<file path="config.mk">
export PLATFORM = sky130hd
export DESIGN_NAME = display_scan_ctrl_flat
export DESIGN_NICKNAME = d
export VERILOG_FILES = /design/src/rtl/display_scan_ctrl_pkg.sv /design/src/rtl/display_scan_ctrl_if.sv /design/src/rtl/display_scan_ctrl_bin2bcd.sv /design/src/rtl/display_scan_ctrl.sv /design/src/flat_wrapper.sv
export SDC_FILE = /design/constraint.sdc
export NUM_CORES = 1
export LEC_CHECK = 0
export BUFFER_PORTS_ARGS = -buffer_cell sky130_fd_sc_hd__buf_2
export CAP_MARGIN = 20
export CORE_UTILIZATION = 30
export CTS_BUF_LIST = sky130_fd_sc_hd__clkbuf_16
export CTS_CLUSTER_DIAMETER = 40
export CTS_CLUSTER_SIZE = 30
export DETAILED_ROUTE_END_ITERATION = 7
export PLACE_DENSITY = 0.42
export SYNTH_ARGS = -nofsm -noshare
export SYNTH_HDL_FRONTEND = slang
export SYNTH_HIERARCHICAL = 1
export SYNTH_SLANG_ARGS = --single-unit
</file>
<file path="constraint.sdc">
create_clock -name CLK -period 2.45 [get_ports CLK]
set_input_delay 0.3675 -clock CLK [delete_from_list [all_inputs] [get_ports CLK]]
set_output_delay 0.3675 -clock CLK [all_outputs]
set_load 0.02 [all_outputs]
</file>
<file path="src/rtl/display_scan_ctrl_pkg.sv">
// -----------------------------------------------------------------------------
// display_pkg
// Shared types and constants for the score display path: the converter state
// encoding, the largest displayable value, the blank anode pattern and the
// double-dabble nibble correction.
// -----------------------------------------------------------------------------
package display_pkg;

   // Converter sequence: wait for a request, shift VALUE_W times, then publish.
   typedef enum logic [1:0] {
      IDLE   = 2'd0,
      SHIFT  = 2'd1,
      COMMIT = 2'd2
   } conv_state_t;

   // Four decimal digits cannot show more than this.
   localparam int unsigned MAX_VALUE = 9999;

   // All anodes released (active-low), used for a blanked slot.
   localparam logic [3:0] AN_OFF = 4'b1111;

   // Double-dabble correction: a nibble of 5 or more would overflow past 9
   // after the next doubling, so it is pre-biased by 3 to carry correctly.
   function automatic logic [3:0] add3_adjust(input logic [3:0] nibble);
      return (nibble >= 4'd5) ? (nibble + 4'd3) : nibble;
   endfunction

endpackage

</file>
<file path="src/rtl/display_scan_ctrl_if.sv">
// -----------------------------------------------------------------------------
// display_scan_ctrl_if
// Request/display bundle between the score producer and the display scanner.
//   VALUE  producer -> scanner  binary score
//   LOAD   producer -> scanner  one-cycle convert request
//   BUSY   scanner  -> producer conversion in progress
//   DONE   scanner  -> producer one-cycle pulse when new digits are committed
//   BCD    scanner  -> panel    digit code of the scanned slot
//   AN     scanner  -> panel    active-low anode enables
// The producer side uses modport master, the scanner uses modport slave.
// -----------------------------------------------------------------------------
interface display_scan_ctrl_if #(
   parameter int VALUE_W = 14
);

   logic [VALUE_W-1:0] VALUE;
   logic               LOAD;
   logic               BUSY;
   logic               DONE;
   logic [3:0]         BCD;
   logic [3:0]         AN;

   modport master (
      output VALUE,
      output LOAD,
      input  BUSY,
      input  DONE,
      input  BCD,
      input  AN
   );

   modport slave (
      input  VALUE,
      input  LOAD,
      output BUSY,
      output DONE,
      output BCD,
      output AN
   );

endinterface

</file>
<file path="src/rtl/display_scan_ctrl_bin2bcd.sv">
// -----------------------------------------------------------------------------
// bin2bcd_seq
// Sequential double-dabble converter. A LOAD in IDLE captures the saturated
// value, VALUE_W shift cycles build the BCD result, and a single COMMIT cycle
// presents it with o_done high.
//   i_clk    system clock, rising edge
//   i_rst_n  synchronous active-low reset
//   i_value  binary input, clamped to MAX_VALUE
//   i_load   convert request, honoured only in IDLE
//   o_busy   high in SHIFT and COMMIT
//   o_done   high during the COMMIT cycle
//   o_bcd    four BCD nibbles, thousands in [15:12]
// -----------------------------------------------------------------------------
module bin2bcd_seq
   import display_pkg::*;
#(
   parameter int VALUE_W = 14
) (
   input  logic               i_clk,
   input  logic               i_rst_n,
   input  logic [VALUE_W-1:0] i_value,
   input  logic               i_load,
   output logic               o_busy,
   output logic               o_done,
   output logic [15:0]        o_bcd
);

   localparam int STEP_W = (VALUE_W > 1) ? $clog2(VALUE_W) : 1;
   localparam logic [STEP_W-1:0] LAST_STEP = STEP_W'(VALUE_W - 1);

   conv_state_t        r_state;
   conv_state_t        w_state_next;
   logic [VALUE_W-1:0] r_bin;
   logic [VALUE_W-1:0] w_sat;
   logic [15:0]        r_acc;
   logic [15:0]        w_acc_adj;
   logic [STEP_W-1:0]  r_step;

   // ---- state register ------------------------------------------------------
   // NOTE: clocked state uses non-blocking assignments so every register sees
   // the pre-edge values of the others; reset is tested inside the clocked
   // block, making it synchronous.
   always_ff @(posedge i_clk) begin
      if (!i_rst_n) begin
         r_state <= IDLE;
      end else begin
         r_state <= w_state_next;
      end
   end

   // ---- next-state logic ----------------------------------------------------
   // NOTE: every combinational output is given a default before the case so no
   // path leaves it unassigned, which would otherwise infer a latch.
   always_comb begin
      w_state_next = r_state;
      case (r_state)
         IDLE:    if (i_load) w_state_next = SHIFT;
         SHIFT:   if (r_step == LAST_STEP) w_state_next = COMMIT;
         COMMIT:  w_state_next = IDLE;
         default: w_state_next = IDLE;
      endcase
   end

   // ---- state outputs -------------------------------------------------------
   always_comb begin
      o_busy = 1'b0;
      o_done = 1'b0;
      case (r_state)
         SHIFT: begin
            o_busy = 1'b1;
         end
         COMMIT: begin
            o_busy = 1'b1;
            o_done = 1'b1;
         end
         default: begin
            o_busy = 1'b0;
            o_done = 1'b0;
         end
      endcase
   end

   // ---- datapath ------------------------------------------------------------
   // Anything above four digits is shown as 9999 rather than wrapping.
   always_comb begin
      if (32'(i_value) > MAX_VALUE) begin
         w_sat = VALUE_W'(MAX_VALUE);
      end else begin
         w_sat = i_value;
      end
   end

   // Correction is applied to the current accumulator and the shifted result
   // is stored, so add and shift complete within one cycle.
   always_comb begin
      w_acc_adj = {add3_adjust(r_acc[15:12]), add3_adjust(r_acc[11:8]),
                   add3_adjust(r_acc[7:4]),   add3_adjust(r_acc[3:0])};
   end

   always_ff @(posedge i_clk) begin
      if (!i_rst_n) begin
         r_bin  <= '0;
         r_acc  <= '0;
         r_step <= '0;
      end else if (r_state == IDLE) begin
         if (i_load) begin
            r_bin  <= w_sat;
            r_acc  <= '0;
            r_step <= '0;
         end
      end else if (r_state == SHIFT) begin
         // {acc,bin} shifts left as one register: the binary MSB enters the
         // units nibble.
         r_acc  <= {w_acc_adj[14:0], r_bin[VALUE_W-1]};
         r_bin  <= r_bin << 1;
         r_step <= r_step + 1'b1;
      end
   end

   assign o_bcd = r_acc;

endmodule

</file>
<file path="src/rtl/display_scan_ctrl.sv">
// -----------------------------------------------------------------------------
// display_scan_ctrl
// Feeds a 4-digit seven-segment decoder: converts a binary score to BCD and
// time-multiplexes the digits, blanking leading zeros by releasing the anode.
//   CLK    system clock, rising edge
//   RST_N  synchronous active-low reset
//   bus    display_scan_ctrl_if.slave: VALUE/LOAD in, BUSY/DONE/BCD/AN out
// Parameters: CLK_HZ, REFRESH_HZ (DIV = CLK_HZ/REFRESH_HZ clocks per digit,
// DIV >= 2), VALUE_W, LZ_BLANK (1 = blank leading zeros, units never blank).
// -----------------------------------------------------------------------------
module display_scan_ctrl
   import display_pkg::*;
#(
   parameter int CLK_HZ     = 100_000_000,
   parameter int REFRESH_HZ = 1000,
   parameter int VALUE_W    = 14,
   parameter bit LZ_BLANK   = 1'b1
) (
   input  logic               CLK,
   input  logic               RST_N,
   display_scan_ctrl_if.slave bus
);

   localparam int DIV   = CLK_HZ / REFRESH_HZ;
   localparam int CNT_W = (DIV > 1) ? $clog2(DIV) : 1;
   localparam logic [CNT_W-1:0] LAST_TICK = CNT_W'(DIV - 1);

   logic              w_busy;
   logic              w_done;
   logic [15:0]       w_bcd;

   logic [3:0][3:0]   r_digits;   // [0] = units ... [3] = thousands
   logic [CNT_W-1:0]  r_tick;
   logic [1:0]        r_idx;
   logic [3:0]        r_bcd;
   logic [3:0]        r_an;

   logic              w_wrap;
   logic [1:0]        w_idx_next;
   logic [3:0]        w_lz;       // [k] = digit k and all higher digits are 0
   logic [3:0]        w_an_next;

   // ---- converter -----------------------------------------------------------
   bin2bcd_seq #(
      .VALUE_W (VALUE_W)
   ) u_bin2bcd (
      .i_clk   (CLK),
      .i_rst_n (RST_N),
      .i_value (bus.VALUE),
      .i_load  (bus.LOAD),
      .o_busy  (w_busy),
      .o_done  (w_done),
      .o_bcd   (w_bcd)
   );

   // The panel keeps showing the previous digits until the converter commits.
   always_ff @(posedge CLK) begin
      if (!RST_N) begin
         r_digits <= '0;
      end else if (w_done) begin
         r_digits <= w_bcd;
      end
   end

   // ---- scan divider and slot selection -------------------------------------
   assign w_wrap     = (r_tick == LAST_TICK);
   assign w_idx_next = r_idx + 2'd1;

   always_comb begin
      w_lz[3] = (r_digits[3] == 4'd0);
      w_lz[2] = w_lz[3] && (r_digits[2] == 4'd0);
      w_lz[1] = w_lz[2] && (r_digits[1] == 4'd0);
      w_lz[0] = w_lz[1] && (r_digits[0] == 4'd0);
   end

   // The units slot stays lit even for a zero score so the panel reads "0".
   always_comb begin
      if (LZ_BLANK && (w_idx_next != 2'd0) && w_lz[w_idx_next]) begin
         w_an_next = AN_OFF;
      end else begin
         w_an_next = ~(4'b0001 << w_idx_next);
      end
   end

   // BCD and AN are registered on the same edge that moves the slot index, so
   // the panel never sees a digit paired with the wrong anode.
   always_ff @(posedge CLK) begin
      if (!RST_N) begin
         r_tick <= '0;
         r_idx  <= 2'd0;
         r_bcd  <= 4'd0;
         r_an   <= 4'b1110;
      end else if (w_wrap) begin
         r_tick <= '0;
         r_idx  <= w_idx_next;
         r_bcd  <= r_digits[w_idx_next];
         r_an   <= w_an_next;
      end else begin
         r_tick <= r_tick + 1'b1;
      end
   end

   assign bus.BUSY = w_busy;
   assign bus.DONE = w_done;
   assign bus.BCD  = r_bcd;
   assign bus.AN   = r_an;

endmodule

</file>
<file path="src/flat_wrapper.sv">
// flat-port wrapper written by rule: the top's interface ports become plain ports
module display_scan_ctrl_flat import display_pkg::*;
#(
   parameter int CLK_HZ     = 100_000_000,
   parameter int REFRESH_HZ = 1000,
   parameter int VALUE_W    = 14,
   parameter bit LZ_BLANK   = 1'b1
)
  (CLK, RST_N, bus_VALUE, bus_LOAD, bus_BUSY, bus_DONE, bus_BCD, bus_AN);
  display_scan_ctrl_if #(.VALUE_W(VALUE_W)) bus_i ();
  input  logic CLK;
  input  logic RST_N;
  input wire logic [$bits(bus_i.VALUE)-1:0] bus_VALUE;
  input wire logic [$bits(bus_i.LOAD)-1:0] bus_LOAD;
  output wire logic [$bits(bus_i.BUSY)-1:0] bus_BUSY;
  output wire logic [$bits(bus_i.DONE)-1:0] bus_DONE;
  output wire logic [$bits(bus_i.BCD)-1:0] bus_BCD;
  output wire logic [$bits(bus_i.AN)-1:0] bus_AN;
  assign bus_i.VALUE = bus_VALUE;
  assign bus_i.LOAD = bus_LOAD;
  assign bus_BUSY = bus_i.BUSY;
  assign bus_DONE = bus_i.DONE;
  assign bus_BCD = bus_i.BCD;
  assign bus_AN = bus_i.AN;
  display_scan_ctrl #(.CLK_HZ(CLK_HZ), .REFRESH_HZ(REFRESH_HZ), .VALUE_W(VALUE_W), .LZ_BLANK(LZ_BLANK)) u_core (.CLK(CLK), .RST_N(RST_N), .bus(bus_i));
endmodule
</file>
==> results of run 1 <==
## final cells by class
| class | count | share of cell area, % |
|---|---|---|
| Multi-Input combinational cell | 315 | 48.7 |
| Sequential cell | 79 | 34.3 |
| Clock buffer | 9 | 4.89 |
| Tap cell | 172 | 4.67 |
| Timing Repair Buffer | 32 | 3.80 |
| Clock inverter | 6 | 2.39 |
| Inverter | 15 | 1.22 |
## cell families (layout without fill, tap and decap cells)
logic type,after synthesis,in the layout,share of synthesized area (%)
AOI/OAI and AO/OA,90,90,14.6
xor gates and xnor gates,21,21,4.60
adders and majority gates,18,18,5.63
buffers and inverters,38,62,4.35
DFF,79,79,39.5
muxes,35,35,10.2
and+or+nand+nor,151,151,21.1
## registers in the layout (all words and copies together) (netlist names), 4 cells and up
register	cells
u_core/u_bin2bcd/o_bcd	16
u_core/bus.AN	4
u_core/r_digits	16
u_core/u_bin2bcd/r_step	4
u_core/bus.BCD	4
u_core/u_bin2bcd/r_bin	14
u_core/r_tick	17
## cell usage after synthesis, types with 4 or more instances
| library cell | instances |
|---|---|
| sky130_fd_sc_hd__ha_1 | 18 |
| sky130_fd_sc_hd__xnor2_1 | 11 |
| sky130_fd_sc_hd__and2_1 | 6 |
| sky130_fd_sc_hd__nor2b_1 | 23 |
| sky130_fd_sc_hd__buf_2 | 13 |
| sky130_fd_sc_hd__a21oi_1 | 27 |
| sky130_fd_sc_hd__mux2i_1 | 29 |
| sky130_fd_sc_hd__o31ai_1 | 5 |
| sky130_fd_sc_hd__nand2_1 | 29 |
| sky130_fd_sc_hd__o211a_1 | 4 |
| sky130_fd_sc_hd__buf_4 | 4 |
| sky130_fd_sc_hd__nand3_1 | 7 |
| sky130_fd_sc_hd__xor2_1 | 10 |
| sky130_fd_sc_hd__nor2_1 | 30 |
| sky130_fd_sc_hd__and4_1 | 5 |
| sky130_fd_sc_hd__dfxtp_1 | 79 |
| sky130_fd_sc_hd__a31oi_1 | 4 |
| sky130_fd_sc_hd__nor3_1 | 4 |
| sky130_fd_sc_hd__nand4_1 | 8 |
| sky130_fd_sc_hd__nand2b_1 | 15 |
| sky130_fd_sc_hd__o22ai_1 | 4 |
| sky130_fd_sc_hd__clkbuf_1 | 6 |
| sky130_fd_sc_hd__a221oi_1 | 4 |
| sky130_fd_sc_hd__inv_1 | 14 |
| sky130_fd_sc_hd__nor4_1 | 6 |
| sky130_fd_sc_hd__o21ai_0 | 24 |
## power by group through the flow
stage          clock (mW)  sequential, mW  combinational, mW
2_1_floorplan           0            1.42              0.405
3_3_place_gp            0            1.44              0.495
3_5_place_dp            0            1.45              0.497
4_1_cts              1.57            1.42              0.500
5_1_grt              1.62            1.43              0.552
6_report             1.52            1.42              0.496
## critical path, stage by stage, from the launching register on
cell	delay [ps]
sky130_fd_sc_hd__dfxtp_1	550
sky130_fd_sc_hd__inv_1	150
sky130_fd_sc_hd__ha_1	450
sky130_fd_sc_hd__o21ai_0	160
sky130_fd_sc_hd__a2111o_1	480
sky130_fd_sc_hd__a41oi_1	220
## final timing paths
path | from | endpoint | slack, ps | depth (start not counted)
worst min-delay path | bus_VALUE[10] | u_core/u_bin2bcd/r_bin[10] | 250 | 3
worst max register to register | u_core/r_idx[0] | u_core/bus.AN[1] | 360 | 5
worst max-delay path | u_core/r_idx[0] | u_core/bus.AN[1] | 360 | 5
worst min register to register | u_core/u_bin2bcd/r_bin[11] | u_core/u_bin2bcd/r_bin[12] | 460 | 2
## stage by stage
step	utilization [%]	setup slack, ps	hold slack, ps	instance area [um2]
floorplan	-	491	425	4000
global placement	33.3	467	449	4270
detailed placement	33.3	378	451	4270
CTS	35.9	351	239	4610
global route	35.9	167	255	4610
finish	35.9	361	255	4610
## cells in the final DEF, fill, tap and decap left out, types with 5 or more instances in the layout
cell	netlist	final
sky130_fd_sc_hd__xor2_1	10	10
sky130_fd_sc_hd__mux2i_1	29	29
sky130_fd_sc_hd__and4_1	5	5
sky130_fd_sc_hd__nand3_1	7	7
sky130_fd_sc_hd__nand2b_1	15	15
sky130_fd_sc_hd__and2_1	6	6
sky130_fd_sc_hd__ha_1	18	18
sky130_fd_sc_hd__o21ai_0	24	24
sky130_fd_sc_hd__nor2b_1	23	23
sky130_fd_sc_hd__buf_4	4	6
sky130_fd_sc_hd__inv_1	14	14
sky130_fd_sc_hd__nor4_1	6	6
sky130_fd_sc_hd__nand2_1	29	29
sky130_fd_sc_hd__o31ai_1	5	5
sky130_fd_sc_hd__nand4_1	8	8
sky130_fd_sc_hd__xnor2_1	11	11
sky130_fd_sc_hd__a21oi_1	27	27
sky130_fd_sc_hd__nor2_1	30	30
sky130_fd_sc_hd__dfxtp_1	79	79
sky130_fd_sc_hd__clkbuf_16	0	9
sky130_fd_sc_hd__buf_2	13	26
## routing by layer
metal / GRT usage [%] / share of wire [%]
met3: 4.55 / 3.6
met5: 0 / 0
met4: 3.37 / 0.67
met2: 21.9 / 45
met1: 17.5 / 50
==> run summary, run 1 <==
Clock tree root driver cell - sky130_fd_sc_hd__clkbuf_16
Gr ovfl total - 0
Main synth FF type - sky130_fd_sc_hd__dfxtp_1
Part of the total power dissipated in the clock network - 44.2%
Number of nets produced by synthesis - 467
Required @ worst endpoint - 2710 ps
Fraction of final layout cells with drive strength greater than 1 - 13.2%
NumNets Final - 487
Power density of the placed cells - 744 nW/um2
Post-layout minimum cycle time - 2090 ps
Sw power - 880 uW
Worst slew margin - 61.1%
Reg area - 1580 um2
Area leader, netlist - sky130_fd_sc_hd__dfxtp_1
Placer Congestion - 0.776
Cell count after placement - 613
Maxcap violations - 0
Leakage power - 1.65 nW
DIE AREA - 13800 um2
Via count of the routed design - 3089
Transition time at the pin with the least slew margin - 580 ps
Top-level I/O count - 27
Total number of clock tree sinks - 79
Register bit total from synthesis - 79
Min-Delay Path Class - input port to flop
Via count of the first global-routing pass - 2964
Area of the mapped netlist - 4000 um2
Count of distinct cell types in the synthesized netlist - 52
Clock insertion delay at the later pin of the skew report - 340 ps
Number of setup violations in the final report - 0
Fillers - 1339
Clock slew at reported path FFs - 60 ps
Count of synthesis-stage warnings from yosys - 6
CTS HTree Levels - 3
Post-synthesis to final-layout area growth - 15.2%
Setup Buffers After CTS - 0
Worst clock skew - 6.84 ps
Status - finished, final reports clean
Switching fraction of total power - 25.7%
Initial antenna violation count - 0
Post-Syn Instances - 432
Portion of the clock cycle consumed by the worst path in the final layout - 85.3%
Number of DRC markers after the initial detailed-route iteration - 151
Logic pwr share - 14.5%
Signal arrival time at the worst endpoint - 2350 ps
Sequential power share - 41.3%
TritonCTS Buffers - 9
Avg Inst Size Synth - 9.26 um2
CTS Hold Bufs - 0
HPWL after detailed placement - 6.20 mm
Clock Path Buffers - 2
Global-route wire length before repair - 15.0 mm
Share of the yosys chip area belonging to registers - 39.5%
Internal Power - 2.55 mW
Die width - 117 um
Number of enable-type register cells in the synthesized netlist - 0
Count of final hold-check violations - 0
Total Neg Setup Slack - 0 ps
Critical setup path kind - flop to flop
Gates resized, CTS repair - 0
Main area contributors after synthesis - sky130_fd_sc_hd__dfxtp_1 (40%), sky130_fd_sc_hd__mux2i_1 (7.3%), sky130_fd_sc_hd__ha_1 (5.6%)
Number of port buffers - 26
Worst-path fanout max - 8
Total power after layout - 3.43 mW
DRT antenna net count - 0
F_max - 479 MHz
Top cell type's share of synthesized area - 39.5%
Maximum number of pins on one net before global-route repair - 36
N_diodes - 0
Setup repair after global routing missed its margin - no
Effective utilization at floorplan - 31.2%
Floorplan core area - 12800 um2
Total iterations of the first detailed-routing run - 4
Area of the multi-input gates - 2240 um2
Height of the chip - 117 um
Post-route non-filler standard cell count - 628
Routed length per instance - 14.2 um
Final routed DRC violation total - 0
Type of origin of the critical path - flop
Peak supply drop - 0.000577 V
Via density per instance - 4.92
Global routing usage summed across all routing layers - 13.6%
Post-synthesis async set-or-reset flop share - 0%
Final max-slew violation count - 0
Total Wirelength - 8.95 mm
Placement Rows - 41
Setup crit end kind - flop
Clock tree from TritonCTS - yes
Note: power is estimated with default switching activity, not from simulation.
==> run 2, diff against run 1 <==
SLEW_MARGIN = 40   (was default)
SYNTH_HIERARCHICAL = default   (was 1)
==> run 2 against run 1 <==
Compared with the run above: critical path depth rose by 1; flip-flop and latch count did not move; non-clock buffer count rose by 5; worst setup slack improved by 180 ps; clock power fell by 22%; cell count fell by 1.3%; critical endpoint is now u_core.bus.AN[1]; combinational power fell by 21%; area after synthesis fell by 6.3%; die area fell by 6.2%; register-to-register slack improved by 180 ps; final area fell by 5.9%; power fell by 14%.
==> run summary, run 2 <==
Status - finished, final reports clean
Clock insertion delay at the later pin of the skew report - 340 ps
Number of nets produced by synthesis - 457
Worst-path fanout max - 7
Maximum number of pins on one net before global-route repair - 43
HPWL after detailed placement - 5.91 mm
Final routed DRC violation total - 0
Number of port buffers - 26
Routed length per instance - 13.7 um
Post-synthesis async set-or-reset flop share - 0%
Main area contributors after synthesis - sky130_fd_sc_hd__dfxtp_1 (42%), sky130_fd_sc_hd__ha_1 (6.0%), sky130_fd_sc_hd__nor2_1 (5.1%)
Utilization after layout - 35.8%
Setup crit end kind - flop
Fillers - 1304
Crit-path max cell delay - 470 ps
Clock tree from TritonCTS - yes
Share of the yosys chip area belonging to registers - 42.2%
F_max - 525 MHz
Effective utilization at floorplan - 30.9%
Total number of clock tree sinks - 79
Min-Delay Path Class - input port to flop
Worst slew margin - 65.4%
Top cell type's share of synthesized area - 42.2%
NumNets Final - 482
Via count of the first global-routing pass - 2853
Type of origin of the critical path - flop
Total power after layout - 2.94 mW
Placement Rows - 40
TritonCTS Buffers - 9
Gates resized, CTS repair - 0
Setup slack of the most critical reg-to-reg path - 550 ps
Top library cells by usage in the layout, fill and taps aside - sky130_fd_sc_hd__dfxtp_1 (79), sky130_fd_sc_hd__nor2_1 (51), sky130_fd_sc_hd__nand2_1 (34), sky130_fd_sc_hd__a21oi_1 (32), sky130_fd_sc_hd__buf_2 (26)
Register with the highest flop count - u_core.r_tick
Leading post-synthesis cells by instance count - sky130_fd_sc_hd__dfxtp_1 (79), sky130_fd_sc_hd__nor2_1 (51), sky130_fd_sc_hd__nand2_1 (34)
Initial antenna violation count - 0
Total iterations of the first detailed-routing run - 4
Post-layout minimum cycle time - 1900 ps
Post-Syn Instances - 422
Maxcap violations - 0
CTS HTree Levels - 3
Avg Inst Size Synth - 8.88 um2
Global-route wire length before repair - 14.5 mm
N_diodes - 0
Critical setup path kind - flop to flop
DRT antenna net count - 0
Power density of the placed cells - 678 nW/um2
Library cell contributing the largest single delay on the critical path - sky130_fd_sc_hd__a2111oi_0
Clock Path Buffers - 2
Global routing usage summed across all routing layers - 14.5%
Total Wirelength - 8.52 mm
Placer Congestion - 0.763
Clock tree root driver cell - sky130_fd_sc_hd__clkbuf_16
Register bit total from synthesis - 79
Total Neg Setup Slack - 0 ps
Transition time at the pin with the least slew margin - 514 ps
Post-synthesis to final-layout area growth - 15.7%
Setup repair after global routing missed its margin - no
Reg area - 1580 um2
Signal arrival time at the worst endpoint - 2170 ps
Floorplan core area - 12100 um2
Cell Chain, Critical Path - inv_1 > ha_1 > o21ai_0 > a2111oi_0 > nor4_1 > a21oi_1
Number of DRC markers after the initial detailed-route iteration - 180
Main synth FF type - sky130_fd_sc_hd__dfxtp_1
Setup Buffers After CTS - 0
Gr ovfl total - 0
Count of synthesis-stage warnings from yosys - 0
Portion of the clock cycle consumed by the worst path in the final layout - 77.8%
Post-place setup slack - 565 ps
CTS Hold Bufs - 0
Fraction of final layout cells with drive strength greater than 1 - 12.8%
Most instantiated library cell after synthesis - sky130_fd_sc_hd__dfxtp_1
Number of setup violations in the final report - 0
Via density per instance - 4.76
DIE AREA - 12900 um2
Peak supply drop - 0.000300 V
Delay-heaviest family, CP - compound AO/OA/AOI/OAI gates
Area of the mapped netlist - 3750 um2
Most common library cell in the layout ignoring fill and taps - sky130_fd_sc_hd__dfxtp_1
Final max-slew violation count - 0
Die width - 114 um
Required @ worst endpoint - 2720 ps
Count of distinct cell types in the synthesized netlist - 45
Height of the chip - 114 um
Leakage power - 1.58 nW
Top-level I/O count - 27
Area leader, netlist - sky130_fd_sc_hd__dfxtp_1
Clock slew at reported path FFs - 60 ps
Number of flip-flops in the largest register - 17
Final worst-path setup slack - 545 ps
Number of enable-type register cells in the synthesized netlist - 0
Count of final hold-check violations - 0
Worst clock skew - 5.32 ps
Via count of the routed design - 2954
CP Buf/Inv Count - 1
Area of the multi-input gates - 2000 um2
run 2: area by class of cell:
cell class | count | area share [%]
Clock buffer | 9 | 5.19
Timing Repair Buffer | 37 | 4.90
Inverter | 18 | 1.56
Sequential cell | 79 | 36.5
Tap cell | 168 | 4.85
Clock inverter | 7 | 0.923
Multi-Input combinational cell | 302 | 46.1
run 2: path summary, 6_finish.rpt:
path / startpoint / endpoint / cells past startpoint
max: u_core.r_idx[0] / u_core.bus.AN[1] / 6
max reg2reg: u_core.r_idx[0] / u_core.bus.AN[1] / 6
min: bus_VALUE[5] / u_core.u_bin2bcd.r_bin[5] / 2
min reg2reg: u_core.bus.BCD[3] / u_core.bus.BCD[3] / 2
run 2: layer usage:
metal / vias to the layer above / global-route usage [%] / wire length (um)
li1: 1544 / - / -
met1: 1354 / 18.9 / 4270
met2: 44 / 22.6 / 3800
met3: 12 / 4.46 / 308
met4: 0 / 4.82 / 137
met5: - / 0 / 0
run 2: where the power goes:
group / switching (mW) / internal, mW / leakage [nW] / total, mW
combinational: 0.256 / 0.135 / 0.819 / 0.391
clock: 0.519 / 0.674 / 0.124 / 1.19
sequential: 0.0254 / 1.33 / 0.639 / 1.35
run 2: logic make-up (layout without fill, tap and decap cells):
logic type / after synthesis / in the layout / share of synthesized area (%)
flip-flops: 79 / 79 / 42.2
AND/OR/NAND/NOR: 158 / 158 / 21.1
multiplexers: 22 / 22 / 7.21
adder cells (fa/ha/maj): 18 / 18 / 6.01
buffers and inverters: 41 / 71 / 4.44
XOR/XNOR: 20 / 20 / 4.67
AO/OA/AOI/OAI: 84 / 84 / 14.3
run 2: per-stage QoR:
step | area, um2 | hold slack, ps | cells
floorplan | 3750 | 426 | 422
global placement | 4070 | 425 | 604
detailed placement | 4070 | 425 | 604
CTS | 4340 | 235 | 620
global route | 4340 | 245 | 620
finish | 4340 | 248 | 620
==> run 3, diff against run 2 <==
clock period = 1.84 ns   (was 2.45 ns; I/O delays follow)
==> run 3 against run 2 <==
Compared with the run above: final area up 4.6%; non-clock buffer count up 9; hold slack worse by 100 ps; critical path type unchanged; largest cell class unchanged.
==> run summary, run 3 (synthesis gave the netlist of run 2 again) <==
Maximum number of pins on one net before global-route repair - 50
Top library cells by usage in the layout, fill and taps aside - sky130_fd_sc_hd__dfxtp_1 (78), sky130_fd_sc_hd__nor2_1 (50), sky130_fd_sc_hd__nand2_1 (34), sky130_fd_sc_hd__a21oi_1 (32), sky130_fd_sc_hd__buf_2 (26)
Fillers - 1285
Worst-path fanout max - 15
Worst slew margin - 71.7%
Logic pwr share - 13.5%
Crit-path max cell delay - 330 ps
Worst clock skew - 8.96 ps
Number of setup violations in the final report - 0
Placer Congestion - 0.733
Die width - 114 um
Crit path top cell by count - sky130_fd_sc_hd__buf_4
Part of the total power dissipated in the clock network - 45.7%
Post-route non-filler standard cell count - 629
Gr ovfl total - 0
Switching fraction of total power - 24.9%
CTS Hold Bufs - 0
Setup crit end kind - flop
Initial antenna violation count - 0
Setup Buffers After CTS - 0
N_diodes - 0
Total number of clock tree sinks - 79
Setup repair after global routing missed its margin - no
Utilization after layout - 37.5%
Total Neg Setup Slack - 0 ps
Peak supply drop - 0.000515 V
Sequential power share - 40.8%
Height of the chip - 114 um
Global-route wire length before repair - 15.1 mm
DIE AREA - 12900 um2
Min-Delay Path Class - input port to flop
Status - finished, final reports clean
Final instance area - 4540 um2
Via count of the first global-routing pass - 2978
Total power after layout - 4.42 mW
Effective utilization at floorplan - 30.9%
Clock tree root driver cell - sky130_fd_sc_hd__clkbuf_16
Post-layout minimum cycle time - 1700 ps
Floorplan core area - 12100 um2
Library cell contributing the largest single delay on the critical path - sky130_fd_sc_hd__dfxtp_1
Cell Chain, Critical Path - inv_1 > ha_1 > buf_4 > buf_4 > o21ai_1 > o221ai_1 > a21oi_1
Fraction of final layout cells with drive strength greater than 1 - 16.5%
Power density of the placed cells - 975 nW/um2
Most common library cell in the layout ignoring fill and taps - sky130_fd_sc_hd__dfxtp_1
Number of port buffers - 26
HPWL after detailed placement - 6.01 mm
Placement Rows - 40
TritonCTS Buffers - 9
Clock Path Buffers - 2
Register with the highest flop count - u_core.r_tick
Maxcap violations - 0
Clock slew at reported path FFs - 60 ps
NumNets Final - 491
Post-synthesis to final-layout area growth - 21.1%
DRT antenna net count - 0
Portion of the clock cycle consumed by the worst path in the final layout - 92.6%
Routed length per instance - 13.9 um
Via count of the routed design - 3026
Post-detailed-placement cell area - 4160 um2
Total Wirelength - 8.72 mm
Transition time at the pin with the least slew margin - 422 ps
Total iterations of the first detailed-routing run - 4
Clock tree from TritonCTS - yes
Clock insertion delay at the later pin of the skew report - 340 ps
CTS HTree Levels - 3
Critical setup path kind - flop to flop
Leakage power - 1.67 nW
Type of origin of the critical path - flop
Count of final hold-check violations - 0
Required @ worst endpoint - 2110 ps
Number of flip-flops in the largest register - 17
Cell count after placement - 613
Signal arrival time at the worst endpoint - 1980 ps
Sw power - 1.10 mW
Final routed DRC violation total - 0
Number of DRC markers after the initial detailed-route iteration - 158
Global routing usage summed across all routing layers - 15.1%
Via density per instance - 4.81
Area of the multi-input gates - 2030 um2
Final max-slew violation count - 0
Internal Power - 3.32 mW
Reg area - 1580 um2
Top-level I/O count - 27
F_max - 587 MHz
## run 3: cell count changes in the layout (fill, tap and decap cells not counted), sizes merged
cell / change
clkinv: -4
inv: +1
buf: +9
bufinv: +3
## run 3: final timing paths
| kind | start | to | slack [ps] | cells past startpoint |
|---|---|---|---|---|
| worst max register to register | u_core.u_bin2bcd.r_state[0] | u_core.u_bin2bcd.r_bin[2] | 140 | 7 |
| worst min register to register | u_core.bus.BCD[0] | u_core.bus.BCD[0] | 430 | 2 |
| worst min-delay path | bus_VALUE[7] | u_core.u_bin2bcd.r_bin[7] | 140 | 2 |
| worst max-delay path | u_core.u_bin2bcd.r_state[0] | u_core.u_bin2bcd.r_bin[2] | 140 | 7 |
## run 3: layer usage
layer  track usage, %  vias up  routed length (um)
met3             4.46        9                 302
met1             19.3     1406                4330
met4             5.53        0                 127
li1                 -     1563                   -
met5                0        -                   0
met2             24.2       48                3970
## run 3: repair_timing
item | 4_1_cts | 5_1_grt
setup endpoints to repair | 3 | 18
resized for setup | 4 | 6
pin swaps | 0 | 1
## run 3: power by group through the flow
stage | logic [mW] | registers [mW] | clock network (mW)
after CTS | 0.595 | 1.81 | 2.10
after floorplan | 0.372 | 1.83 | 0
after detailed placement | 0.592 | 1.84 | 0
final | 0.596 | 1.81 | 2.02
after global routing | 0.657 | 1.81 | 2.17
after global placement | 0.591 | 1.84 | 0
## run 3: per-stage QoR
stage,hold WS (ps),worst slack (ps)
2_1_floorplan,393,2.42
3_3_place_gp,421,28.2
3_5_place_dp,426,-55.1
4_1_cts,129,2.38
5_1_grt,134,5.76
6_report,145,136
## run 3: area by class of cell
type	count	area share, %
clock buffer	9	4.96
clock inverter	7	2.48
inverter	18	1.49
multi-input combinational	302	44.8
sequential	79	34.9
tap	168	4.63
timing repair buffer	46	6.73
## run 3: critical path, delay by kind of cell, from the launching register on
family          cells  cell delay [ps]
compound gates      3              590
fa+ha+maj           1              250
buf+inv             3              440
flops               1              330
